**src/rtl/rectangle_round_engine.sv**
```systemverilog
// -----------------------------------------------------------------------------
// rectangle_round_engine
//   Iterative RECTANGLE-80 encryption datapath. It takes one 64-bit round key
//   per round from the upstream key scheduler over a valid/ready handshake.
//   It applies NR rounds of AddRoundKey / SubColumn / ShiftRow, followed by a
//   final key XOR. The ciphertext is held on a valid/ready output port.
//
//   Ports
//     clk        in   1   clock, rising edge
//     rst        in   1   asynchronous, active-high reset
//     start      in   1   begin a block with pt_data (only taken in IDLE)
//     pt_data    in   64  plaintext, sampled when start is accepted
//     rk_data    in   64  round key from the key scheduler
//     rk_valid   in   1   rk_data is valid
//     rk_ready   out  1   a key is consumed this cycle if rk_valid=1
//     ct_data    out  64  ciphertext (the working state register)
//     ct_valid   out  1   ct_data is valid; held until ct_ready
//     ct_ready   in   1   downstream accepts ct_data
//     busy       out  1   high in every state except IDLE
//     round_idx  out  5   index of the next round key expected (0..NR)
//
//   State layout: row0=s[15:0], row1=s[31:16], row2=s[47:32], row3=s[63:48].
//   Column j is the nibble {row3[j],row2[j],row1[j],row0[j]}, with row0 as LSB.
// -----------------------------------------------------------------------------
module rectangle_round_engine #(
  parameter int NR = 25  // full rounds; NR+1 keys per block (1..31)
) (
  input  logic        clk,
  input  logic        rst,
  input  logic        start,
  input  logic [63:0] pt_data,
  input  logic [63:0] rk_data,
  input  logic        rk_valid,
  output logic        rk_ready,
  output logic [63:0] ct_data,
  output logic        ct_valid,
  input  logic        ct_ready,
  output logic        busy,
  output logic [4:0]  round_idx
);

  typedef enum logic [1:0] {
    ST_IDLE  = 2'd0,
    ST_ROUND = 2'd1,
    ST_FINAL = 2'd2,
    ST_OUT   = 2'd3
  } state_t;

  localparam logic [4:0] LAST_ROUND_IDX = 5'(NR - 1);
  localparam logic [4:0] FINAL_IDX      = 5'(NR);

  localparam logic [3:0] SBOX [16] = '{
    4'h6, 4'h5, 4'hC, 4'hA, 4'h1, 4'hE, 4'h7, 4'h9,
    4'hB, 4'h0, 4'h3, 4'hD, 4'h8, 4'hF, 4'h4, 4'h2
  };

  state_t      r_state, w_state_next;
  logic [63:0] r_s, w_s_next, w_round_out;
  logic [4:0]  r_round_idx, w_round_idx_next;

  // The S-box acts on each 4-bit column, one bit taken from each row.
  function automatic logic [63:0] sub_column(input logic [63:0] s);
    logic [63:0] res;
    logic [3:0]  nib;
    res = '0;
    for (int j = 0; j < 16; j++) begin
      nib         = SBOX[{s[48+j], s[32+j], s[16+j], s[j]}];
      res[j]      = nib[0];
      res[16 + j] = nib[1];
      res[32 + j] = nib[2];
      res[48 + j] = nib[3];
    end
    return res;
  endfunction

  // 16-bit left rotates: row1 by 1, row2 by 12 (= right 4), row3 by 13 (= right 3).
  function automatic logic [63:0] shift_row(input logic [63:0] s);
    return {s[50:48], s[63:51],   // row3 rotl 13
            s[35:32], s[47:36],   // row2 rotl 12
            s[30:16], s[31],      // row1 rotl 1
            s[15:0]};             // row0 unchanged
  endfunction

  assign w_round_out = shift_row(sub_column(r_s ^ rk_data));

  // NOTE: every signal assigned in always_comb gets a default first, so
  // no path leaves it unassigned and no latch is inferred.
  always_comb begin
    w_state_next     = r_state;
    w_s_next         = r_s;
    w_round_idx_next = r_round_idx;
    unique case (r_state)
      ST_IDLE: begin
        if (start) begin
          w_s_next         = pt_data;
          w_round_idx_next = '0;
          w_state_next     = ST_ROUND;
        end
      end
      ST_ROUND: begin
        // rk_ready is high for the whole state, so rk_valid alone marks a transfer.
        if (rk_valid) begin
          w_s_next         = w_round_out;
          w_round_idx_next = r_round_idx + 5'd1;
          if (r_round_idx == LAST_ROUND_IDX) begin
            w_state_next = ST_FINAL;
          end
        end
      end
      ST_FINAL: begin
        if (rk_valid) begin
          w_s_next         = r_s ^ rk_data;
          w_round_idx_next = FINAL_IDX;
          w_state_next     = ST_OUT;
        end
      end
      ST_OUT: begin
        if (ct_ready) begin
          w_round_idx_next = '0;
          w_state_next     = ST_IDLE;
        end
      end
      default: w_state_next = ST_IDLE;
    endcase
  end

  // NOTE: state registers use non-blocking assignments so that every
  // register samples its pre-edge inputs, whatever the evaluation order.
  always_ff @(posedge clk or posedge rst) begin
    if (rst) begin
      r_state     <= ST_IDLE;
      r_s         <= '0;
      r_round_idx <= '0;
    end else begin
      r_state     <= w_state_next;
      r_s         <= w_s_next;
      r_round_idx <= w_round_idx_next;
    end
  end

  // Outputs are decoded from registered state only. rk_ready therefore
  // never depends on rk_valid in the same cycle.
  assign rk_ready  = (r_state == ST_ROUND) || (r_state == ST_FINAL);
  assign busy      = (r_state != ST_IDLE);
  assign ct_valid  = (r_state == ST_OUT);
  assign ct_data   = r_s;
  assign round_idx = r_round_idx;

endmodule
```
**config.mk**
```make
export PLATFORM = sky130hd
export DESIGN_NAME = rectangle_round_engine
export DESIGN_NICKNAME = d
export VERILOG_FILES = /design/src/rtl/rectangle_round_engine.sv
export SDC_FILE = /design/constraint.sdc
export NUM_CORES = 1
export LEC_CHECK = 0
export BUFFER_PORTS_ARGS = -buffer_cell sky130_fd_sc_hd__buf_2
export CAP_MARGIN = 20
export CORE_ASPECT_RATIO = 0.75
export CORE_MARGIN = 2
export CORE_UTILIZATION = 58
export DETAILED_ROUTE_END_ITERATION = 12
export PLACE_DENSITY_LB_ADDON = 0.05
export SYNTH_ARGS = -nofsm -noshare
export SYNTH_HDL_FRONTEND = slang
export SYNTH_SLANG_ARGS = --single-unit
```
**constraint.sdc**
```tcl
create_clock -name clk -period 4.4 [get_ports clk]
set_clock_uncertainty 0.2 [all_clocks]
set_input_delay 0.88 -clock clk [delete_from_list [all_inputs] [get_ports clk]]
set_output_delay 0.88 -clock clk [all_outputs]
set_load 0.02 [all_outputs]
```
==> results of run 1 <==
area by class of cell:
type,count,area share [%]
tap,162,2.38
clock buffer,11,2.85
inverter,41,1.82
sequential,71,20.8
clock inverter,2,0.117
timing repair buffer,214,13.1
multi-input combinational,657,58.9
sequential cells by signal, indices dropped and copies added, names as in the netlist:
name	cells
ct_data	64
r_state	2
round_idx	5
cells in the mapped netlist, types with 3 or more instances:
cell type / count / area [sq um]
nor3b_1: 11 / 82.6
a31oi_1: 6 / 37.5
mux2_2: 9 / 101
nor2b_1: 13 / 81.3
xnor2_1: 39 / 342
nor2_1: 56 / 210
a221oi_1: 29 / 254
o31ai_1: 22 / 165
o31ai_2: 3 / 37.5
or2_2: 3 / 18.8
buf_2: 13 / 65.1
dfrtp_1: 71 / 1780
nand2_1: 85 / 319
xnor2_2: 15 / 244
a21oi_1: 11 / 55.1
ha_1: 66 / 826
inv_1: 41 / 154
o211ai_1: 13 / 97.6
xor2_1: 44 / 385
clkbuf_1: 25 / 93.8
o22ai_1: 20 / 125
mux2i_1: 50 / 500
a311oi_1: 6 / 52.6
a211oi_1: 11 / 82.6
o21ai_0: 84 / 420
a22oi_1: 10 / 75.1
o2111ai_1: 3 / 26.3
o221ai_1: 10 / 87.6
a2111oi_0: 3 / 26.3
nand3_1: 7 / 35.0
xor2_2: 5 / 81.3
worst max-delay path by stage:
| stage | startpoint | endpoint | slack (ns) | cells past startpoint |
|---|---|---|---|---|
| floorplan | rst | ct_data[0] | 1.52 | 1 |
| global placement | rk_data[8] | ct_data[53] | 1.52 | 7 |
| detailed placement | rk_data[8] | ct_data[53] | 1.48 | 7 |
| CTS | r_state[0] | rk_ready | 1.51 | 3 |
| global route | r_state[0] | ct_data[61] | 1.23 | 8 |
| finish | r_state[0] | ct_data[60] | 1.49 | 8 |
worst register-to-register path: stages, from the launching register on:
cell and delay (ns):
dfrtp_1 0.44, inv_1 0.19, ha_1 0.61, nor2_4 0.11, o221ai_4 0.36, buf_12 0.43
nor3b_1 0.18, o21ai_0 0.16, o211ai_1 0.10
routing by layer:
| layer | vias up | wire length, microns | part of all wire (%) | GRT usage (%) |
|---|---|---|---|---|
| li1 | 3287 | - | - | - |
| met1 | 3224 | 9860 | 47 | 47.7 |
| met2 | 346 | 8810 | 42 | 48.6 |
| met3 | 21 | 1910 | 9.1 | 6.36 |
| met4 | 0 | 271 | 1.3 | 7.78 |
| met5 | - | 0 | 0 | 0 |
logic make-up after synthesis:
logic type	count (synthesis)	synth area share (%)
buffers and inverters	82	4.62
XOR/XNOR	105	15.6
multiplexers	59	8.48
flip-flops	71	25.0
adder cells (fa/ha/maj)	66	11.6
AO/OA/AOI/OAI	240	22.8
AND/OR/NAND/NOR	187	11.8
power by group:
part | switching, uW | total (uW) | internal (uW)
clock | 289 | 675 | 386
combinational | 3690 | 5990 | 2290
sequential | 385 | 1390 | 1000
stage by stage:
step                cell area, sq um  total power, uW  setup slack, ns
floorplan                       7100             5760             1.52
global placement                8250             7210             1.52
detailed placement              8250             7280             1.48
CTS                             8510             7970             1.51
global route                    8530             8750             1.23
finish                          8530             8050             1.49
==> flow_summary.json, run 1 <==
{
  "slew_headroom_pct": 39.1,
  "crit_type": "flip-flop to flip-flop",
  "synth-seq-cells": 71,
  "ys_types": 50,
  "timing.final.max_slew_violations": 0,
  "grt_pass1_wl_mm": 33.9,
  "cts_buffers": 9,
  "crit_fanout": 108,
  "yosysSeqAreaShare_pct": 25.0,
  "synth-main-ff-cell": "dfrtp_1",
  "grt_pass1_vias": 6394,
  "seqCellArea_sq_um": 1780,
  "p_per_area_nw_per_um2": 944,
  "multi_input_area_sq_um": 5020,
  "reg2regPathDepth": 8,
  "vdd_drop_max_v": 0.000777,
  "antenna_found_initial": 0,
  "ant_nets": 0,
  "synth_area_per_cell_sq_um": 8.76,
  "clkTransAtPathRegs_ns": 0.06,
  "gp_congestion": 0.848,
  "dieArea_sq_um": 13100,
  "cp_slowest_cell": "ha_1",
  "finalSetupViolations": 0,
  "crit_chain": "inv_1, ha_1, nor2_4, o221ai_4, buf_12, nor3b_1, o21ai_0, o211ai_1",
  "finalHoldViolCount": 0,
  "fp.dieH_microns": 99.8,
  "diodes": 0,
  "cts_resized": 0,
  "die_w_microns": 132,
  "wire_per_inst_microns": 18.0,
  "drt_first_iter_violations": 570,
  "dr.pass1.iters": 5,
  "core_area_sq_um": 11800,
  "cts.sinks": 71,
  "final_cells": 1158,
  "hpwl_mm": 14.9,
  "status": "finished clean",
  "endpoint_kind": "flip-flop",
  "cts_hold_buf": 0,
  "final_net_count": 1193,
  "min_period_ns": 2.91,
  "crit_arrival_ns": 2.93,
  "dpl.cell_count": 1144,
  "syn2layout_area_growth_pct": 20.2,
  "ys_warn_count": 0,
  "htree_levels": 3,
  "fp-row-count": 34,
  "drc": 0,
  "synth_cells": 810,
  "drive_gt1_share_pct": 27.0,
  "post_cts_buffers": 0,
  "hold_slack_ns": 0.249,
  "clockBufferDepth": 2,
  "r2r_start": "r_state[0]",
  "totalWireLength_mm": 20.9,
  "vias": 6878,
  "layout_commonest_cell": "buf_2",
  "final_cell_mix": "buf_2, nand2_1, o21ai_0",
  "final_core_util_pct": 72.4,
  "insertion_delay_ns": 0.34,
  "synth_nets": 1009,
  "viasPerCell": 5.94,
  "async_flop_share_pct": 100,
  "grt_max_degree": 109,
  "crit_required_ns": 4.42,
  "cpPeakStageDelay_ns": 0.61,
  "max_freq_mhz": 343,
  "grt-ovfl-total": 0,
  "syn-cell-area_sq_um": 7100,
  "rsz0062_at_grt": "no",
  "ios": 205,
  "setup_tns_ns": 0,
  "min_path_type": "input port to asynchronous set/reset pin",
  "cap_viol_max_count": 0,
  "cp_top_family": "buffers and inverters",
  "leakagePower_uw": 0.00404,
  "r2r_slack_ns": 1.49,
  "max_slew.worst_pin.slew_ns": 0.911,
  "crit_buf_inv": 2,
  "synth-edff-count": 0,
  "fin_crit_sh_pct": 66.2,
  "worstSetupStartpointType": "flip-flop",
  "clock_tree.root_cell": "clkbuf_16",
  "n_fill_cell": 956,
  "grt_usage_pct": 32.2,
  "r2r_end": "ct_data[60]",
  "port_buffers": 204,
  "cts_tree": "done",
  "initial_core_util_pct": 60.2
}
No activity file was read; power rests on OpenSTA's default activity.
==> run 2: changes to the inputs <==
--- a/config.mk
+++ b/config.mk
@@ -9,7 +9,7 @@
 export CAP_MARGIN = 20
 export CORE_ASPECT_RATIO = 0.75
 export CORE_MARGIN = 2
-export CORE_UTILIZATION = 58
+export CORE_UTILIZATION = 54
 export DETAILED_ROUTE_END_ITERATION = 12
 export PLACE_DENSITY_LB_ADDON = 0.05
 export SYNTH_ARGS = -nofsm -noshare
==> constraint.sdc (replaced) <==
create_clock -name clk -period 3 [get_ports clk]
set_clock_uncertainty 0.2 [all_clocks]
set_input_delay 0.6 -clock clk [delete_from_list [all_inputs] [get_ports clk]]
set_output_delay 0.6 -clock clk [all_outputs]
set_load 0.02 [all_outputs]
==> run 2 against run 1 <==
Sequential power rose by 45%. Setup slack worse by 1.1 ns. Critical path depth down 4. Non-clock buffer count up 29. Clock power rose by 67%. Global-route usage is 1.9 points lower. Largest power group unchanged. Highest routed layer unchanged.
==> flow_summary.json, run 2 (synthesis results as in run 1) <==
{
  "status": "finished clean",
  "hold_slack_ns": 0.116,
  "crit_type": "flip-flop to primary output",
  "crit_end": "rk_ready",
  "antenna_found_initial": 0,
  "clock_tree.root_cell": "clkbuf_16",
  "crit_fanout": 36,
  "n_fill_cell": 1117,
  "clkTransAtPathRegs_ns": 0.06,
  "die_w_microns": 136,
  "p_per_area_nw_per_um2": 1400,
  "ios": 205,
  "r2r_slack_ns": 0.54,
  "port_buffers": 204,
  "finalHoldViolCount": 0,
  "htree_levels": 3,
  "cts_resized": 0,
  "min_period_ns": 2.59,
  "vdd_drop_max_v": 0.000985,
  "grt_usage_pct": 30.3,
  "cts.sinks": 71,
  "vias": 6950,
  "syn2layout_area_growth_pct": 24.0,
  "crit_arrival_ns": 1.79,
  "cts_tree": "done",
  "leakagePower_uw": 0.00419,
  "layout_commonest_cell": "buf_2",
  "final_cell_mix": "buf_2, nand2_1, o21ai_0",
  "crit_start": "r_state[1]",
  "largest_reg_flops": 64,
  "fin_crit_sh_pct": 86.4,
  "totalWireLength_mm": 21.4,
  "drive_gt1_share_pct": 29.3,
  "grt-ovfl-total": 0,
  "drt_first_iter_violations": 441,
  "crit_chain": "inv_1, ha_4, buf_12, buf_2",
  "place_ws_ns": 0.500,
  "ant_nets": 0,
  "r2r_start": "r_state[0]",
  "hpwl_mm": 15.8,
  "clockBufferDepth": 2,
  "timing.final.max_slew_violations": 0,
  "finalSetupViolations": 0,
  "post_dp_cell_area_sq_um": 8500,
  "fp-row-count": 36,
  "endpoint_kind": "primary output",
  "dieArea_sq_um": 14100,
  "seqCellArea_sq_um": 1780,
  "fin_ws_ns": 0.408,
  "reg2regPathDepth": 7,
  "final_cells": 1199,
  "slew_headroom_pct": 59.2,
  "final_net_count": 1222,
  "rsz0062_at_grt": "no",
  "worstSetupStartpointType": "flip-flop",
  "finalInstanceArea_sq_um": 8800,
  "grt_max_degree": 72,
  "drc": 0,
  "r2r_end": "ct_data[37]",
  "gp_congestion": 0.885,
  "crit_required_ns": 2.20,
  "viasPerCell": 5.80,
  "diodes": 0,
  "wire_per_inst_microns": 17.9,
  "grt_pass1_wl_mm": 32.8,
  "cts_buffers": 9,
  "multi_input_area_sq_um": 5020,
  "cts_hold_buf": 0,
  "fp.dieH_microns": 103,
  "post_cts_buffers": 0,
  "max_freq_mhz": 386,
  "max_slew.worst_pin.slew_ns": 0.608,
  "core_area_sq_um": 12900,
  "cpPeakStageDelay_ns": 0.47,
  "initial_core_util_pct": 54.9,
  "min_path_type": "input port to asynchronous set/reset pin",
  "dpl.cell_count": 1183,
  "cap_viol_max_count": 0,
  "cp_slowest_cell": "ha_4",
  "grt_pass1_vias": 6169,
  "setup_tns_ns": 0,
  "dr.pass1.iters": 5,
  "insertion_delay_ns": 0.35
}
[run 2: worst min-delay path by stage]
stage                      startpoint  slack (ns)           to  cells past startpoint
after global placement     ct_data[5]        0.30   ct_data[5]                      2
after detailed placement  ct_data[30]        0.31  ct_data[30]                      2
after floorplan           ct_data[16]        0.41  ct_data[16]                      2
final                             rst        0.12   ct_data[5]                      3
after global routing              rst        0.14  ct_data[37]                      3
after CTS                         rst        0.14   ct_data[5]                      3
[run 2: power by group]
group	leakage, uW	switching, uW	internal, uW
Clock	0.000138	468	666
Combinational	0.00317	5500	3660
Sequential	0.000880	553	1470
Total	0.00419	6520	5800
[run 2: through the flow]
step	total power (uW)	utilization, %
after floorplan	8440	-
after global placement	11000	65.8
after detailed placement	11100	65.8
after CTS	12300	68.1
after global routing	13400	68.1
final	12300	68.1
[run 2: worst max-delay path, delay by kind of cell (launching register included)]
kind | cells | cell delay (ns)
buf+inv | 3 | 0.56
fa+ha+maj | 1 | 0.47
flops | 1 | 0.40
[run 2: layout make-up]
cell class              count  share of cell area [%]
clock inverters             5                   0.654
multi-input cells         657                    57.0
repair buffers            243                    15.2
inverters                  41                    1.76
clock buffers              11                    2.76
well taps                 171                    2.43
flip-flops and latches     71                    20.2
[run 2: per-layer routing]
| layer | wire [microns] | vias up | GRT usage [%] |
|---|---|---|---|
| met5 | 0 | - | 0 |
| met4 | 309 | 0 | 7.61 |
| met3 | 1760 | 27 | 5.21 |
| met2 | 9420 | 282 | 47.6 |
| met1 | 9940 | 3296 | 43.6 |
| li1 | - | 3345 | - |
==> run 3: changes to the inputs <==
--- a/config.mk
+++ b/config.mk
@@ -12,6 +12,7 @@
 export CORE_UTILIZATION = 54
 export DETAILED_ROUTE_END_ITERATION = 12
 export PLACE_DENSITY_LB_ADDON = 0.05
+export REMOVE_ABC_BUFFERS = 1
 export SYNTH_ARGS = -nofsm -noshare
 export SYNTH_HDL_FRONTEND = slang
 export SYNTH_SLANG_ARGS = --single-unit
==> run 3 against run 2 <==
Global-route usage down 0.53 points. Routed wire length down 1.8%. Sequential share of layout area is essentially flat. Combinational power about the same. First-iteration DRC count is 23% lower. Sequential power about the same. Setup slack improved by 0.020 ns. Clock power shrank 11%. Maximum frequency rose by 0.79%. Critical endpoint unchanged. Largest cell class unchanged. Largest power group unchanged.
==> flow_summary.json, run 3 (synthesis results as in run 1) <==
{
  "insertion_delay_ns": 0.35,
  "grt-ovfl-total": 0,
  "grt_usage_pct": 29.8,
  "leakagePower_uw": 0.00419,
  "n_fill_cell": 1133,
  "gp_congestion": 0.895,
  "initial_core_util_pct": 54.9,
  "r2r_slack_ns": 0.52,
  "clkPwrFrac_pct": 8.3,
  "syn2layout_area_growth_pct": 23.8,
  "dieArea_sq_um": 14100,
  "switching_share_pct": 52.9,
  "final_cells": 1196,
  "drt_first_iter_violations": 338,
  "p_per_area_nw_per_um2": 1390,
  "crit_required_ns": 2.20,
  "grt_pass1_vias": 6144,
  "finalPower_uw": 12200,
  "drive_gt1_share_pct": 29.0,
  "wire_per_inst_microns": 17.6,
  "clock_tree.root_cell": "clkbuf_16",
  "fp.dieH_microns": 103,
  "power_frac_seq_pct": 16.7,
  "reg2regPathDepth": 7,
  "grt_pass1_wl_mm": 32.2,
  "layout_commonest_cell": "buf_2",
  "max_freq_mhz": 389,
  "crit_type": "flip-flop to primary output",
  "cap_viol_max_count": 0,
  "diodes": 0,
  "crit_fanout": 93,
  "hold_slack_ns": 0.0553,
  "hpwl_mm": 15.3,
  "htree_levels": 3,
  "finalSetupViolations": 0,
  "final_core_util_pct": 68.0,
  "dr.pass1.iters": 5,
  "die_w_microns": 136,
  "cts_buffers": 9,
  "final_cell_mix": "buf_2, nand2_1, o21ai_0",
  "antenna_found_initial": 0,
  "r2r_end": "ct_data[60]",
  "cts_resized": 0,
  "max_slew.worst_pin.slew_ns": 0.599,
  "dpl.cell_count": 1182,
  "power_frac_comb_pct": 75.0,
  "totalWireLength_mm": 21.0,
  "final_net_count": 1221,
  "post_cts_buffers": 0,
  "fin_crit_sh_pct": 85.7,
  "min_period_ns": 2.57,
  "cts_hold_buf": 0,
  "largest_reg_flops": 64,
  "worstSetupStartpointType": "flip-flop",
  "p_int_uw": 5740,
  "viasPerCell": 5.76,
  "r2r_start": "r_state[0]",
  "status": "finished clean",
  "drc": 0,
  "crit_arrival_ns": 1.77,
  "core_area_sq_um": 12900,
  "switchingPower_uw": 6440,
  "vias": 6893,
  "grt_max_degree": 94,
  "clockBufferDepth": 2,
  "ios": 205,
  "endpoint_kind": "primary output",
  "rsz0062_at_grt": "no",
  "fp-row-count": 36,
  "ant_nets": 0,
  "vdd_drop_max_v": 0.000912,
  "finalHoldViolCount": 0,
  "slew_headroom_pct": 60.0,
  "cts_tree": "done",
  "port_buffers": 204,
  "cts.sinks": 71,
  "min_path_type": "input port to asynchronous set/reset pin",
  "clkTransAtPathRegs_ns": 0.06,
  "timing.final.max_slew_violations": 0
}
==> run 3: cell types whose count changed in the layout (fill, tap and decap cells not counted), sizes merged <==
cell / delta
buf: -1
clkinvlp: -3
clkbuf: +2
bufinv: -1
==> run 3: layout make-up <==
cell class	count	area (sq um)	area share, %
inverters	41	155	1.77
well taps	171	214	2.44
clock inverters	1	5.00	0.0570
clock buffers	13	260	2.96
repair buffers	242	1360	15.4
flip-flops and latches	71	1780	20.2
multi-input cells	657	5020	57.1
==> run 3: worst max path at each step <==
stage / from / to / slack (ns) / cells after the start
after global routing: r_state[0] / rk_ready / 0.31 / 4
after detailed placement: rk_data[29] / ct_data[58] / 0.49 / 7
final: r_state[0] / rk_ready / 0.43 / 4
after CTS: r_state[0] / rk_ready / 0.40 / 4
after floorplan: r_state[1] / ct_data[48] / -2.50 / 7
after global placement: r_state[0] / ct_data[62] / 0.54 / 7
==> run 3: stage by stage <==
step | cell area, sq um | setup TNS, ns | setup slack [ns]
finish | 8790 | 0 | 0.429
global route | 8790 | 0 | 0.310
CTS | 8790 | 0 | 0.405
detailed placement | 8520 | 0 | 0.494
global placement | 8520 | 0 | 0.543
floorplan | 6920 | -124.85 | -2.50
==> run 3: power by group through the flow <==
stage               logic, uW  clock network, uW  registers [uW]
floorplan                5790                  0            2500
global placement         8940                  0            2030
detailed placement       9070                  0            2040
CTS                      9120               1030            2030
global route            10100               1070            2110
finish                   9140               1010            2030
==> run 3: critical path, stage by stage (launching register included) <==
cell,delay (ns)
dfrtp_1,0.40
inv_1,0.13
ha_4,0.30
buf_12,0.35
buf_2,0.24
==> run 3: layer usage <==
| layer | up-vias | global-route usage [%] | share of wire (%) |
|---|---|---|---|
| met5 | - | 0 | 0 |
| met4 | 0 | 9.29 | 1.7 |
| met3 | 28 | 4.63 | 8.0 |
| met2 | 276 | 47.7 | 44 |
| met1 | 3241 | 41.7 | 46 |
| li1 | 3348 | - | - |
